`config.mk`:
```
export PLATFORM = sky130hd
export DESIGN_NAME = stream_fifo
export DESIGN_NICKNAME = d
export VERILOG_FILES = /design/src/rtl/stream_fifo.sv
export SDC_FILE = /design/constraint.sdc
export NUM_CORES = 1
export LEC_CHECK = 0
export ABC_AREA = 1
export BUFFER_PORTS_ARGS = -buffer_cell sky130_fd_sc_hd__buf_2
export CORE_MARGIN = 2
export CORE_UTILIZATION = 50
export DETAILED_ROUTE_END_ITERATION = 8
export GPL_ROUTABILITY_DRIVEN = 0
export HOLD_SLACK_MARGIN = 0.03
export PLACE_DENSITY = 0.69
export SLEW_MARGIN = 5
export SYNTH_ARGS = -nofsm -noshare
export SYNTH_HDL_FRONTEND = slang
export SYNTH_SLANG_ARGS = --single-unit
```
`constraint.sdc`:
```
create_clock -name clk -period 2.7 [get_ports clk]
set_clock_uncertainty 0.15 [all_clocks]
set_input_delay 0.405 -clock clk [delete_from_list [all_inputs] [get_ports clk]]
set_output_delay 0.405 -clock clk [all_outputs]
set_load 0.01 [all_outputs]
```
`src/rtl/stream_fifo.sv`:
```
// First-word-fall-through valid/ready FIFO with occupancy count, almost-full/empty
// flags and synchronous flush. Single clock domain, async active-low reset.
module stream_fifo #(
    parameter int DATA_WIDTH = 8,
    parameter int DEPTH      = 8,
    parameter int AFULL_TH   = 6,
    parameter int AEMPTY_TH  = 2
) (
    input  logic                         clk,
    input  logic                         rstn,
    input  logic                         flush,
    input  logic                         s_valid,
    input  logic [DATA_WIDTH-1:0]        s_data,
    output logic                         s_ready,
    output logic                         m_valid,
    output logic [DATA_WIDTH-1:0]        m_data,
    input  logic                         m_ready,
    output logic [$clog2(DEPTH):0]       count,
    output logic                         almost_full,
    output logic                         almost_empty
);

    localparam int AW = $clog2(DEPTH);
    localparam int CW = AW + 1;

    logic [DATA_WIDTH-1:0] mem_q [DEPTH];
    logic [AW-1:0]         wr_ptr_q, wr_ptr_d;
    logic [AW-1:0]         rd_ptr_q, rd_ptr_d;
    logic [CW-1:0]         count_q, count_d;
    logic                  push, pop;

    assign s_ready      = (count_q != CW'(DEPTH));
    assign m_valid      = (count_q != '0);
    assign m_data       = mem_q[rd_ptr_q];
    assign count        = count_q;
    assign almost_full  = (count_q >= CW'(AFULL_TH));
    assign almost_empty = (count_q <= CW'(AEMPTY_TH));

    assign push = s_valid & s_ready;
    assign pop  = m_valid & m_ready;

    always_comb begin
        wr_ptr_d = wr_ptr_q;
        rd_ptr_d = rd_ptr_q;
        count_d  = count_q;
        if (flush) begin
            wr_ptr_d = '0;
            rd_ptr_d = '0;
            count_d  = '0;
        end else begin
            if (push) wr_ptr_d = wr_ptr_q + 1'b1;
            if (pop)  rd_ptr_d = rd_ptr_q + 1'b1;
            case ({push, pop})
                2'b10:   count_d = count_q + 1'b1;
                2'b01:   count_d = count_q - 1'b1;
                default: count_d = count_q;
            endcase
        end
    end

    always_ff @(posedge clk or negedge rstn) begin
        if (!rstn) begin
            wr_ptr_q <= '0;
            rd_ptr_q <= '0;
            count_q  <= '0;
        end else begin
            wr_ptr_q <= wr_ptr_d;
            rd_ptr_q <= rd_ptr_d;
            count_q  <= count_d;
        end
    end

    // Storage carries no reset; validity is tracked solely by count_q.
    always_ff @(posedge clk) begin
        if (push && !flush) mem_q[wr_ptr_q] <= s_data;
    end

endmodule
```
**Word level (Yosys, flattened, before mapping)**

Memory sizes are Yosys's and may differ from the RTL's.
Index checks and enable logic that the tools add are counted.

- Register bits: 10
- RAM bits: 64
- Output and inout bits: 16
- Memories: 1

Memories:

| memory | words | bits a word | rd ports | clocked after memory_dff | wr ports | RTL line | text |
|---|---|---|---|---|---|---|---|
| mem_q | 8 | 8 | 1 | 0 | 1 | 26 | `logic [DATA_WIDTH-1:0] mem_q [DEPTH];` |

- $add $sub $neg: 4
- $lt $le $gt $ge: 2
- Eq/ne operators: 3
- Muxes and demuxes: 8
- Bitwise gates (word level): 2
- Reduce and logical (&&, ||, !) cells: 6

Operators with widths:

| kind | number |
|---|---|
| $mux 3 | 4 |
| $pmux 4 s2 | 1 |
| $add 3x1->3 const B | 2 |
| $add 4x1->4 const B | 1 |
| $ge 4x3->1 const B | 1 |
| $le 4x2->1 const B | 1 |
| $mux 4 | 1 |
| $ne 4x4->1 const B | 1 |
| $reduce_bool 2->1 | 2 |
| $reduce_bool 4->1 | 1 |
| $sub 4x1->4 const B | 1 |
| $reduce_bool 3->1 | 1 |
| $and 1x1->1 | 2 |
| $eq 2x1->1 const B | 1 |
| $eq 2x2->1 const B | 1 |
| $mux 1 | 2 |
| $logic_and 1x1->1 | 1 |
| $logic_not 1->1 | 1 |

**Longest topological paths before layout**

Gate-level depths: netlist (run 1).

- Word-level depth: 5
- Depth in mapped cells: 14
- Gate-level depth less buffers: 14

**Worst setup path before layout (run 1)**

OpenSTA, ideal clock, no wires.

- Kind: register to register
- From: register count_q[0], in the netlist count[0]
- To: memory mem_q[4][0], enable pin
- Setup time: 370 ps
- Data arrival time: 1419 ps
- Slack: 761 ps
- Stages on the path, launching flop included: 7
- Period minus slack after synthesis: 1939 ps
- Cells stage by stage: dfrtp_1 nor2_2 nand2_2 nand2_4 nor2_1 nand2_1 nor2_1

- Cells in the longest elaborated chain, start to end: 5

Ends and longest elaborated chain:

| element | RTL line | text |
|---|---|---|
| start, declared | 29 | `logic [CW-1:0] count_q, count_d;` |
| start signal, assigned | 69 | `count_q <= count_d;` |
| $ne 4x4->1 | 32 | `assign s_ready = (count_q != CW'(DEPTH));` |
| named net s_ready | 14 | `output logic s_ready,` |
| $and 1x1->1 | 39 | `assign push = s_valid & s_ready;` |
| $logic_and 1x1->1 | 75 | `if (push && !flush) mem_q[wr_ptr_q] <= s_data;` |
| $mux 1 | 75 |  |
| $mux 1 (not written as such) | 75 |  |
| end, declared | 26 |  |

The timed path passes the listed nets, and every way through them passes these cells.

**Worst setup path in the final report (run 1)**

- From: register rd_ptr_q[1]
- To: output port m_data[7]

- Cells in the longest elaborated chain, start to end: 1

Ends and longest elaborated chain:

| element | RTL line | text |
|---|---|---|
| start, declared | 28 | `logic [AW-1:0] rd_ptr_q, rd_ptr_d;` |
| start signal, assigned | 68 | `rd_ptr_q <= rd_ptr_d;` |
| $mem_v2 8x8 | - |  |
| end, declared | 16 | `output logic [DATA_WIDTH-1:0] m_data,` |

Every way passes these cells.

==> metrics.txt, run 1 <==
via count of the routed design 2180; setup TNS 0 ns; tightest hold margin 0.1332 ns; Die Width 83.21 µm; power per cell area 861.4 nW/µm²; maximum root-to-sink buffer count 2; Mapped Nets 295; number of placement rows 28; initial core utilization 52.36%; Seq pwr share 44.6%; minimum clock period 2.449 ns; DIE AREA 6923 µm²; hold-critical path endpoint rd_ptr_q[1]; number of nets with antenna violations after routing 0; critical path capture point type output pin; mean cell area of the mapped netlist 11.28 µm²; synth unique cells 25; number of global-route vias before repair 2114; total global routing track utilization 20.06%; leakage power total 1.402 nW; gate count after technology mapping 278; required time reported for the critical path endpoint 2.14 ns; total setup buffers inserted after CTS 0; startpoint of the lowest-slack hold path flush; result of the run complete, no violations; TritonCTS Sinks 74; IO Pins 29; average wire per standard cell 16.59 µm; WHS Path Cells 2; source of the worst register-to-register timing path count[0]; portion of the post-synthesis area used by sequential elements 69.25%; Worst-Margin Slew 0.5516 ns; Worst Hold Class in -> reg; placeable core region 5991 µm²; Worst slew margin 63.00%; Filler cells 497; total net switching power 0.001055 W; Final Net Count 335; final clock period utilization by the worst path 90.70%; number of synthesized register bits 74; count of endpoints failing hold in the final timing report 0; via count normalized by instance count 5.477; cell at the root of the clock tree clkbuf_8; pin count of the biggest net entering global routing 35; quantity of I/O buffers inserted on ports 28; achievable frequency 0.4083 GHz; total of endpoints with negative setup slack in the final report 0; RSZ-0062 raised after global routing false; initial antenna violation count 0; largest driver fanout on the critical path 18; delay of the slowest cell on the worst path 0.54 ns; diode count 0; share of layout cells above drive strength 1 20.74%; Yosys warning total 0; P_int 0.002047 W; Reg2Reg Depth 12; final wirelength 6602 µm; CTS H-Tree Depth 3; combinational group share of total power 28.2%; max-slew violations 0; Die Span Y 83.21 µm; number of max-cap violations 0; worst reg-to-reg setup slack 0.71 ns; combined area of all synthesized cells 3137 µm²; peak supply drop 0.0006097 V; global-route wire length before repair 10620 µm; Inserted Clock Buffers 9; clock transition time at the flip-flop clock pins of the worst setup and hold paths 0.07 ns; TritonCTS clock tree built; total congestion overflow after global routing 0; switching share of power 34.01%; r2r endpoint count[3]; crit path launch rd_ptr_q[1]; number of detailed-routing iterations run before antenna repair 4; DRC marker count from the first detailed-route iteration 261; clock network latency to the later pin of the worst-skew pair 0.34 ns; post-route DRC violation count 0; total half-perimeter wirelength after legalization and detailed placement 4080 µm; cell at the slowest stage of the critical path dfrtp_2; type of the worst setup path reg -> out; proportion of power drawn by the clock network 27.2%; Critical Path Source Type flip-flop; Synth-to-Final Area Change 14.84%; critical path cell sequence inv_2, o21ai_0, o22ai_1, nor2_1, a31oi_1, buf_2; arrival time at the worst endpoint 1.89 ns
cell usage in the layout, fill, tap and decap left out, types with 14 or more instances in the layout:
| master | count |
|---|---|
| o21ai_1 | 19 |
| nand2_1 | 28 |
| nor2_1 | 69 |
| inv_1 | 14 |
| buf_2 | 28 |
| edfxtp_1 | 64 |
| o21ai_0 | 20 |
Yosys cell counts, drive strengths merged:
| cell | n | area share (%) |
|---|---|---|
| a31oi | 8 | 1.6 |
| buf | 6 | 0.96 |
| nand3 | 4 | 0.96 |
| a21oi | 4 | 0.76 |
| a211oi | 1 | 0.24 |
| o21a | 1 | 0.24 |
| ha | 4 | 1.6 |
| edfxtp | 64 | 61 |
| dfrtp | 10 | 8.0 |
| clkinv | 1 | 0.12 |
| clkbuf | 3 | 0.36 |
| inv | 19 | 2.3 |
| nand2 | 32 | 4.5 |
| nor2 | 71 | 8.7 |
| o22ai | 9 | 1.8 |
| nand3b | 1 | 0.24 |
| o21ai | 39 | 6.2 |
| xor2 | 1 | 0.28 |
layout make-up:
class	instances	area (µm²)	share of cell area [%]
clock buffer	10	127.6	3.543
sequential	74	2173	60.33
tap	75	93.84	2.605
inverter	20	75.07	2.084
timing repair buffer	38	217.7	6.044
multi-input combinational	175	848.3	23.55
clock inverter	6	66.31	1.841
kinds of logic (layout without fill, tap and decap cells):
kind of cell               Yosys count  after routing  share of synthesized area, %
AOI/OAI and AO/OA                   62             62                         10.85
xor gates and xnor gates             1              1                        0.2793
adders and majority gates            4              4                         1.596
buffers and inverters               29             74                         3.710
DFF                                 74             74                         69.25
and+or+nand+nor                    108            108                         14.32
worst max-delay path: cells and delay by family, from the launching register on:
family | cells | cell delay [ns]
and+or+nand+nor | 1 | 0.06
DFF | 1 | 0.54
buffers and inverters | 2 | 0.47
AOI/OAI and AO/OA | 3 | 0.49
how the worst max path moves through the flow:
stage	end
final	m_data[7]
after global routing	m_data[7]
after CTS	m_data[7]
after detailed placement	m_data[7]
after global placement	m_data[7]
after floorplan	mem_q[4][0]
power groups by stage:
| stage | clock network [W] | logic (W) | registers, W |
|---|---|---|---|
| 6_report | 0.000843 | 0.000875 | 0.00138 |
| 5_1_grt | 0.000899 | 0.000974 | 0.00140 |
| 4_1_cts | 0.000850 | 0.000878 | 0.00138 |
| 3_5_place_dp | 0 | 0.000865 | 0.00141 |
| 3_3_place_gp | 0 | 0.000850 | 0.00140 |
| 2_1_floorplan | 0 | 0.000600 | 0.00139 |
repair_timing:
item                                    in CTS  in global routing
endpoints found under the setup margin       0                  4
gates resized for setup                      0                  1
endpoints found under the hold margin       10                  0
hold buffers                                 1                  0
routing by layer:
| metal | vias up | track usage (%) | routed length (µm) |
|---|---|---|---|
| met5 | - | 0 | 0 |
| met4 | 0 | 7.303 | 131 |
| met3 | 13 | 4.175 | 465 |
| met2 | 75 | 30.35 | 3055 |
| met1 | 1043 | 28.92 | 2950 |
| li1 | 1049 | - | - |
state kept, by name, indices dropped and copies added, names as in the netlist:
signal    flops
rd_ptr_q      3
mem_q        64
wr_ptr_q      3
count         4
through the flow:
stage	cells	instance area, µm²	worst slack [ns]	util, %	power (W)
final	398	3602	0.2511	60.13	0.003103
after global routing	398	3602	0.1493	60.13	0.003268
after CTS	398	3601	0.1213	60.11	0.003110
after detailed placement	381	3397	0.5108	56.70	0.002272
after global placement	381	3397	0.5833	56.70	0.002251
after floorplan	278	3137	0.7609	-	0.001990
Power figures use the tool's default switching activity.
==> run 2, diff against run 1 <==
--- a/config.mk
+++ b/config.mk
@@ -8,11 +8,11 @@
 export ABC_AREA = 1
 export BUFFER_PORTS_ARGS = -buffer_cell sky130_fd_sc_hd__buf_2
 export CORE_MARGIN = 2
-export CORE_UTILIZATION = 50
+export CORE_UTILIZATION = 59
 export DETAILED_ROUTE_END_ITERATION = 8
 export GPL_ROUTABILITY_DRIVEN = 0
 export HOLD_SLACK_MARGIN = 0.03
-export PLACE_DENSITY = 0.69
+export PLACE_DENSITY = 0.79
 export SLEW_MARGIN = 5
 export SYNTH_ARGS = -nofsm -noshare
 export SYNTH_HDL_FRONTEND = slang
==> run 2 against run 1 <==
Against the previous run:
- global-route usage up 2.6 points
- routed wire length down 5.6%
- critical path depth unchanged
- first-iteration DRC count down 41%
- sequential share of layout area up 0.64 points
- non-clock buffer count unchanged
- via count up 0.50%
- setup slack worse by 0.0066 ns
- combinational power about the same
==> metrics.txt, run 2 (same netlist as run 1, synthesis figures left out) <==
result of the run complete, no violations; cell family with the largest share of critical-path delay buffers and inverters; RSZ-0062 raised after global routing false; total of endpoints with negative setup slack in the final report 0 (unchanged); Worst slew margin 49.29% (-14 points); DIE AREA 5916 µm² (-15%); most frequent standard cell in the layout excluding fill and tap cells nor2_1; initial core utilization 61.42% (+9.1 points); WHS Path Cells 2 (unchanged); Critical Path Source Type flip-flop; number of nets with antenna violations after routing 0 (unchanged); maximum root-to-sink buffer count 2 (unchanged); Worst-Margin Slew 0.7578 ns (+0.2062 ns); total congestion overflow after global routing 0 (unchanged); setup TNS 0 ns (unchanged); global-route wire length before repair 9970 µm (-6.1%); CTS H-Tree Depth 3 (unchanged); arrival time at the worst endpoint 1.90 ns (about the same); DRC marker count from the first detailed-route iteration 153 (-41%); final wirelength 6230 µm (-5.6%); Inserted Clock Buffers 9 (unchanged); sum of buffers and inverters on the critical path 2 (unchanged); Final Net Count 335 (unchanged); logic depth of the worst path, buffers included 6 (unchanged); average wire per standard cell 15.85 µm (-4.4%); number of flip-flops in the largest register 64 (unchanged); cell at the root of the clock tree clkbuf_8; max-slew violations 0 (unchanged); total global routing track utilization 22.62% (+2.6 points); diode count 0 (unchanged); final clock period utilization by the worst path 90.95% (+0.24 points); leading cell types in the layout, fill and taps excluded 69 x nor2_1, 64 x edfxtp_1, 28 x nand2_1, 28 x buf_2, 20 x o21ai_0; critical path cell sequence inv_2, nor2_1, o22ai_1, nor2_1, a31oi_1, buf_2; IO Pins 29 (unchanged); via count of the routed design 2191 (+0.50%); leakage power total 1.382 nW (-1.4%); required time reported for the critical path endpoint 2.14 ns (about the same); peak supply drop 0.0005244 V (-14%); Filler cells 373 (-25%); type of the worst setup path reg -> out; most frequent CP cell nor2_1; via count normalized by instance count 5.575 (+1.8%); initial antenna violation count 0 (unchanged); Worst Hold Class in -> reg; cell at the slowest stage of the critical path inv_2; clock transition time at the flip-flop clock pins of the worst setup and hold paths 0.07 ns (about the same); Synth-to-Final Area Change 13.64%; count of endpoints failing hold in the final timing report 0 (unchanged); number of max-cap violations 0 (unchanged); number of placement rows 26 (-7.1%); clock network latency to the later pin of the worst-skew pair 0.34 ns (about the same); post-route DRC violation count 0 (unchanged); number of global-route vias before repair 2097 (-0.80%); TritonCTS Sinks 74 (unchanged); fin util 69.79% (+9.7 points); critical path capture point type output pin; pin count of the biggest net entering global routing 35 (unchanged); power per cell area 835.0 nW/µm² (-3.1%); Die Span Y 76.92 µm (-7.6%); achievable frequency 0.4072 GHz (-0.27%); total setup buffers inserted after CTS 0 (unchanged); Power, Total 0.002976 W (-4.1%); total half-perimeter wirelength after legalization and detailed placement 4135 µm (+1.4%); delay of the slowest cell on the worst path 0.42 ns (-0.12 ns); minimum clock period 2.456 ns (+0.006614 ns); largest driver fanout on the critical path 34 (+16); number of detailed-routing iterations run before antenna repair 7 (+3); largest register by flop count mem_q; Reg2Reg Depth 7 (-5); placeable core region 5107 µm² (-15%); share of layout cells above drive strength 1 20.12% (-0.62 points); area used by multi-input combinational logic 848.3 µm² (unchanged); Die Width 76.92 µm (-7.6%); TritonCTS clock tree built; Register Area 2173 µm² (unchanged); quantity of I/O buffers inserted on ports 28 (unchanged)
-- run 2: final cells by class --
type,count,area share (%)
Sequential cell,74,60.97
Timing Repair Buffer,38,6.107
Clock inverter,6,0.9477
Clock buffer,10,3.580
Tap cell,70,2.457
Multi-Input combinational cell,175,23.80
Inverter,20,2.141
-- run 2: power breakdown --
part           internal [W]  switching (W)  total, W
registers           0.00131      0.0000751   0.00138
logic              0.000317       0.000557  0.000874
clock network      0.000326       0.000395  0.000721
total               0.00195        0.00103   0.00298
-- run 2: final timing paths --
kind	from	end	slack, ns
max in group asynchronous	rstn	rd_ptr_q[1]	1.86
min in group asynchronous	rstn	count[3]	0.32
setup / recovery	rd_ptr_q[0]	m_data[4]	0.24
setup reg to reg	count[3]	mem_q[4][1]	0.50
hold reg to reg	count[3]	count[3]	0.41
hold / removal	flush	rd_ptr_q[1]	0.12
-- run 2: what timing repair did --
item,in CTS,in global routing
resized for setup,0,2
endpoints found under the setup margin,0,3
hold buffers,1,0
endpoints found under the hold margin,10,0
-- run 2: stage by stage --
step	hold WS [ns]	cells	instance area, µm²	worst slack, ns
floorplan	-0.04059	278	3137	0.7609
global placement	0.1312	376	3391	0.5283
finish	0.1226	393	3565	0.2445
CTS	0.1178	393	3562	0.1471
global route	0.1374	393	3565	0.07304
detailed placement	0.1344	376	3391	0.4911
-- run 2: metal layers --
layer	up-vias	wire [µm]	GRT usage (%)	share of wire [%]
met3	10	294	3.294	4.7
met1	1077	2690	29.15	43
li1	1049	-	-	-
met5	-	0	0	0
met2	55	3096	36.58	50
met4	0	148	13.64	2.4
==> run 3, diff against run 2 <==
--- a/config.mk
+++ b/config.mk
@@ -8,11 +8,11 @@
 export ABC_AREA = 1
 export BUFFER_PORTS_ARGS = -buffer_cell sky130_fd_sc_hd__buf_2
 export CORE_MARGIN = 2
-export CORE_UTILIZATION = 59
+export CORE_UTILIZATION = 58
 export DETAILED_ROUTE_END_ITERATION = 8
 export GPL_ROUTABILITY_DRIVEN = 0
 export HOLD_SLACK_MARGIN = 0.03
-export PLACE_DENSITY = 0.79
+export PLACE_DENSITY = 0.78
 export SLEW_MARGIN = 5
 export SYNTH_ARGS = -nofsm -noshare
 export SYNTH_HDL_FRONTEND = slang
==> constraint.sdc (replaced) <==
create_clock -name clk -period 2.5 [get_ports clk]
set_clock_uncertainty 0.15 [all_clocks]
set_input_delay 0.375 -clock clk [delete_from_list [all_inputs] [get_ports clk]]
set_output_delay 0.375 -clock clk [all_outputs]
set_load 0.01 [all_outputs]
==> run 3 against run 2 <==
Against the previous run:
- sequential power grew 7%
- utilization increased by 0.45 points
- combinational power rose by 12%
- routed wire length rose by 6.7%
- setup slack worse by 0.12 ns
- final cell count is 0.76% higher
- clock-buffer cell count up 1
- sequential share of layout area down 1.2 points
- cell area rose by 1.9%
- die area increased by 1.6%
- critical path type unchanged
- largest cell class unchanged
==> metrics.txt, run 3 (same netlist as run 1, synthesis figures left out) <==
result of the run complete, no violations; via count of the routed design 2213 (+1.0%); total setup buffers inserted after CTS 0 (unchanged); Critical Path Source Type flip-flop; setup TNS 0 ns (unchanged); quantity of I/O buffers inserted on ports 28 (unchanged); RSZ-0062 raised after global routing false; final setup margin 0.1239 ns (-0.1206 ns); Setup Slack @ Placement 0.4737 ns (-0.01733 ns); leakage power total 1.420 nW (+2.7%); diode count 0 (unchanged); cell at the root of the clock tree clkbuf_8; Final Net Count 339 (+1.2%); CTS H-Tree Depth 3 (unchanged); Synth-to-Final Area Change 15.84%; Inserted Clock Buffers 9 (unchanged); via count normalized by instance count 5.588 (+0.24%); initial core utilization 60.64% (-0.77 points); area after detailed placement 3421 µm² (+0.89%); number of max-cap violations 0 (unchanged); post-route DRC violation count 0 (unchanged); Worst-Margin Slew 0.5557 ns (-0.2021 ns); achievable frequency 0.4209 GHz; clock transition time at the flip-flop clock pins of the worst setup and hold paths 0.07 ns (about the same); DIE AREA 6012 µm² (+1.6%); arrival time at the worst endpoint 1.85 ns (-0.05 ns); final clock period utilization by the worst path 95.04%; Die Width 77.54 µm (+0.81%); most frequent standard cell in the layout excluding fill and tap cells nor2_1; combinational group share of total power 28.6% (-0.8 points); switching share of power 32.20% (-2.3 points); fin util 70.25% (+0.45 points); share of layout cells above drive strength 1 20.55% (+0.43 points); average wire per standard cell 16.78 µm (+5.9%); Die Span Y 77.54 µm (+0.81%); total of endpoints with negative setup slack in the final report 0 (unchanged); max-slew violations 0 (unchanged); largest driver fanout on the critical path 30 (-12%); peak supply drop 0.0006232 V (+19%); minimum clock period 2.376 ns; DRC marker count from the first detailed-route iteration 196 (+28%); post-route design area 3633 µm² (+1.9%); number of detailed-routing iterations run before antenna repair 5 (-2); power per cell area 941.3 nW/µm² (+13%); TritonCTS clock tree built; required time reported for the critical path endpoint 1.98 ns (-0.16 ns); clock network latency to the later pin of the worst-skew pair 0.34 ns (about the same); count of endpoints failing hold in the final timing report 0 (unchanged); proportion of power drawn by the clock network 28.0% (+3.8 points); number of nets with antenna violations after routing 0 (unchanged); TritonCTS Sinks 74 (unchanged); number of placement rows 26 (unchanged); total half-perimeter wirelength after legalization and detailed placement 4313 µm (+4.3%); global-route wire length before repair 10720 µm (+7.5%); P_int 0.002319 W (+19%); Worst slew margin 62.72% (+13 points); IO Pins 29 (unchanged); maximum root-to-sink buffer count 2 (unchanged); total net switching power 0.001101 W (+7.2%); total congestion overflow after global routing 0 (unchanged); type of the worst setup path reg -> out; Worst Hold Class in -> reg; number of global-route vias before repair 2135 (+1.8%); Power, Total 0.003420 W (+15%); final wirelength 6646 µm (+6.7%); pin count of the biggest net entering global routing 34 (-2.9%); leading cell types in the layout, fill and taps excluded 69 x nor2_1, 64 x edfxtp_1, 28 x nand2_1, 28 x buf_2, 20 x o21ai_0; placeable core region 5172 µm² (+1.3%); number of flip-flops in the largest register 64 (unchanged); initial antenna violation count 0 (unchanged); largest register by flop count mem_q; total global routing track utilization 24.48% (+1.9 points); Seq pwr share 43.4% (-3.0 points); critical path capture point type output pin
run 3: cell types whose count changed in the layout (fill, tap and decap cells not counted), sizes merged:
cell,delta
inv,+1
bufinv,+2
clkinv,-4
buf,+4
clkbuf,+1
clkinvlp,-1
run 3: what timing repair did:
item | in CTS | in global routing
endpoints found under the setup margin | 0 | 1
endpoints found under the hold margin | 10 | 0
resized for setup | 0 | 3
hold buffers | 1 | 0
run 3: final timing paths:
check                                  from     endpoint  slack, ns  cells after the start
worst max-delay path            rd_ptr_q[0]    m_data[2]       0.12                      6
worst min-delay path                  flush  rd_ptr_q[1]       0.11                      2
worst max register to register     count[2]     count[3]       0.48                     11
worst min register to register  wr_ptr_q[0]  wr_ptr_q[0]       0.43                      2
max in group asynchronous              rstn  rd_ptr_q[1]       1.69                      2
min in group asynchronous              rstn     count[2]       0.29                      2
run 3: critical path, cell delays in order, from the launching register on:
cell     delay [ns]
dfrtp_1        0.39
inv_2          0.38
o21ai_0        0.16
o22ai_1        0.14
nor2_1         0.05
a31oi_1        0.21
buf_2          0.17
run 3: cell type report:
cell class / count / area [µm²]
repair buffers: 42 / 247.7
clock inverters: 4 / 67.56
clock buffers: 11 / 131.4
multi-input cells: 175 / 848.3
flip-flops and latches: 74 / 2173
fillers: 365 / 1539
inverters: 20 / 77.57
well taps: 70 / 87.58
run 3: metrics by stage:
| step | hold WS [ns] | instances |
|---|---|---|
| CTS | 0.1043 | 396 |
| global placement | 0.09451 | 380 |
| finish | 0.1121 | 396 |
| floorplan | -0.07059 | 278 |
| global route | 0.1034 | 396 |
| detailed placement | 0.09680 | 380 |
run 3: per-layer routing:
| metal | track usage [%] | wire length, µm | up-vias |
|---|---|---|---|
| li1 | - | - | 1057 |
| met1 | 32.87 | 2751 | 1049 |
| met2 | 37.91 | 3124 | 94 |
| met3 | 5.233 | 623 | 13 |
| met4 | 12.86 | 147 | 0 |
| met5 | 0 | 0 | - |
run 3: power groups by stage:
stage,logic (W),clock network [W],registers (W)
2_1_floorplan,0.000648,0,0.00150
3_3_place_gp,0.000946,0,0.00150
3_5_place_dp,0.000975,0,0.00150
4_1_cts,0.000983,0.000963,0.00148
5_1_grt,0.00110,0.00103,0.00149
6_report,0.000978,0.000959,0.00148
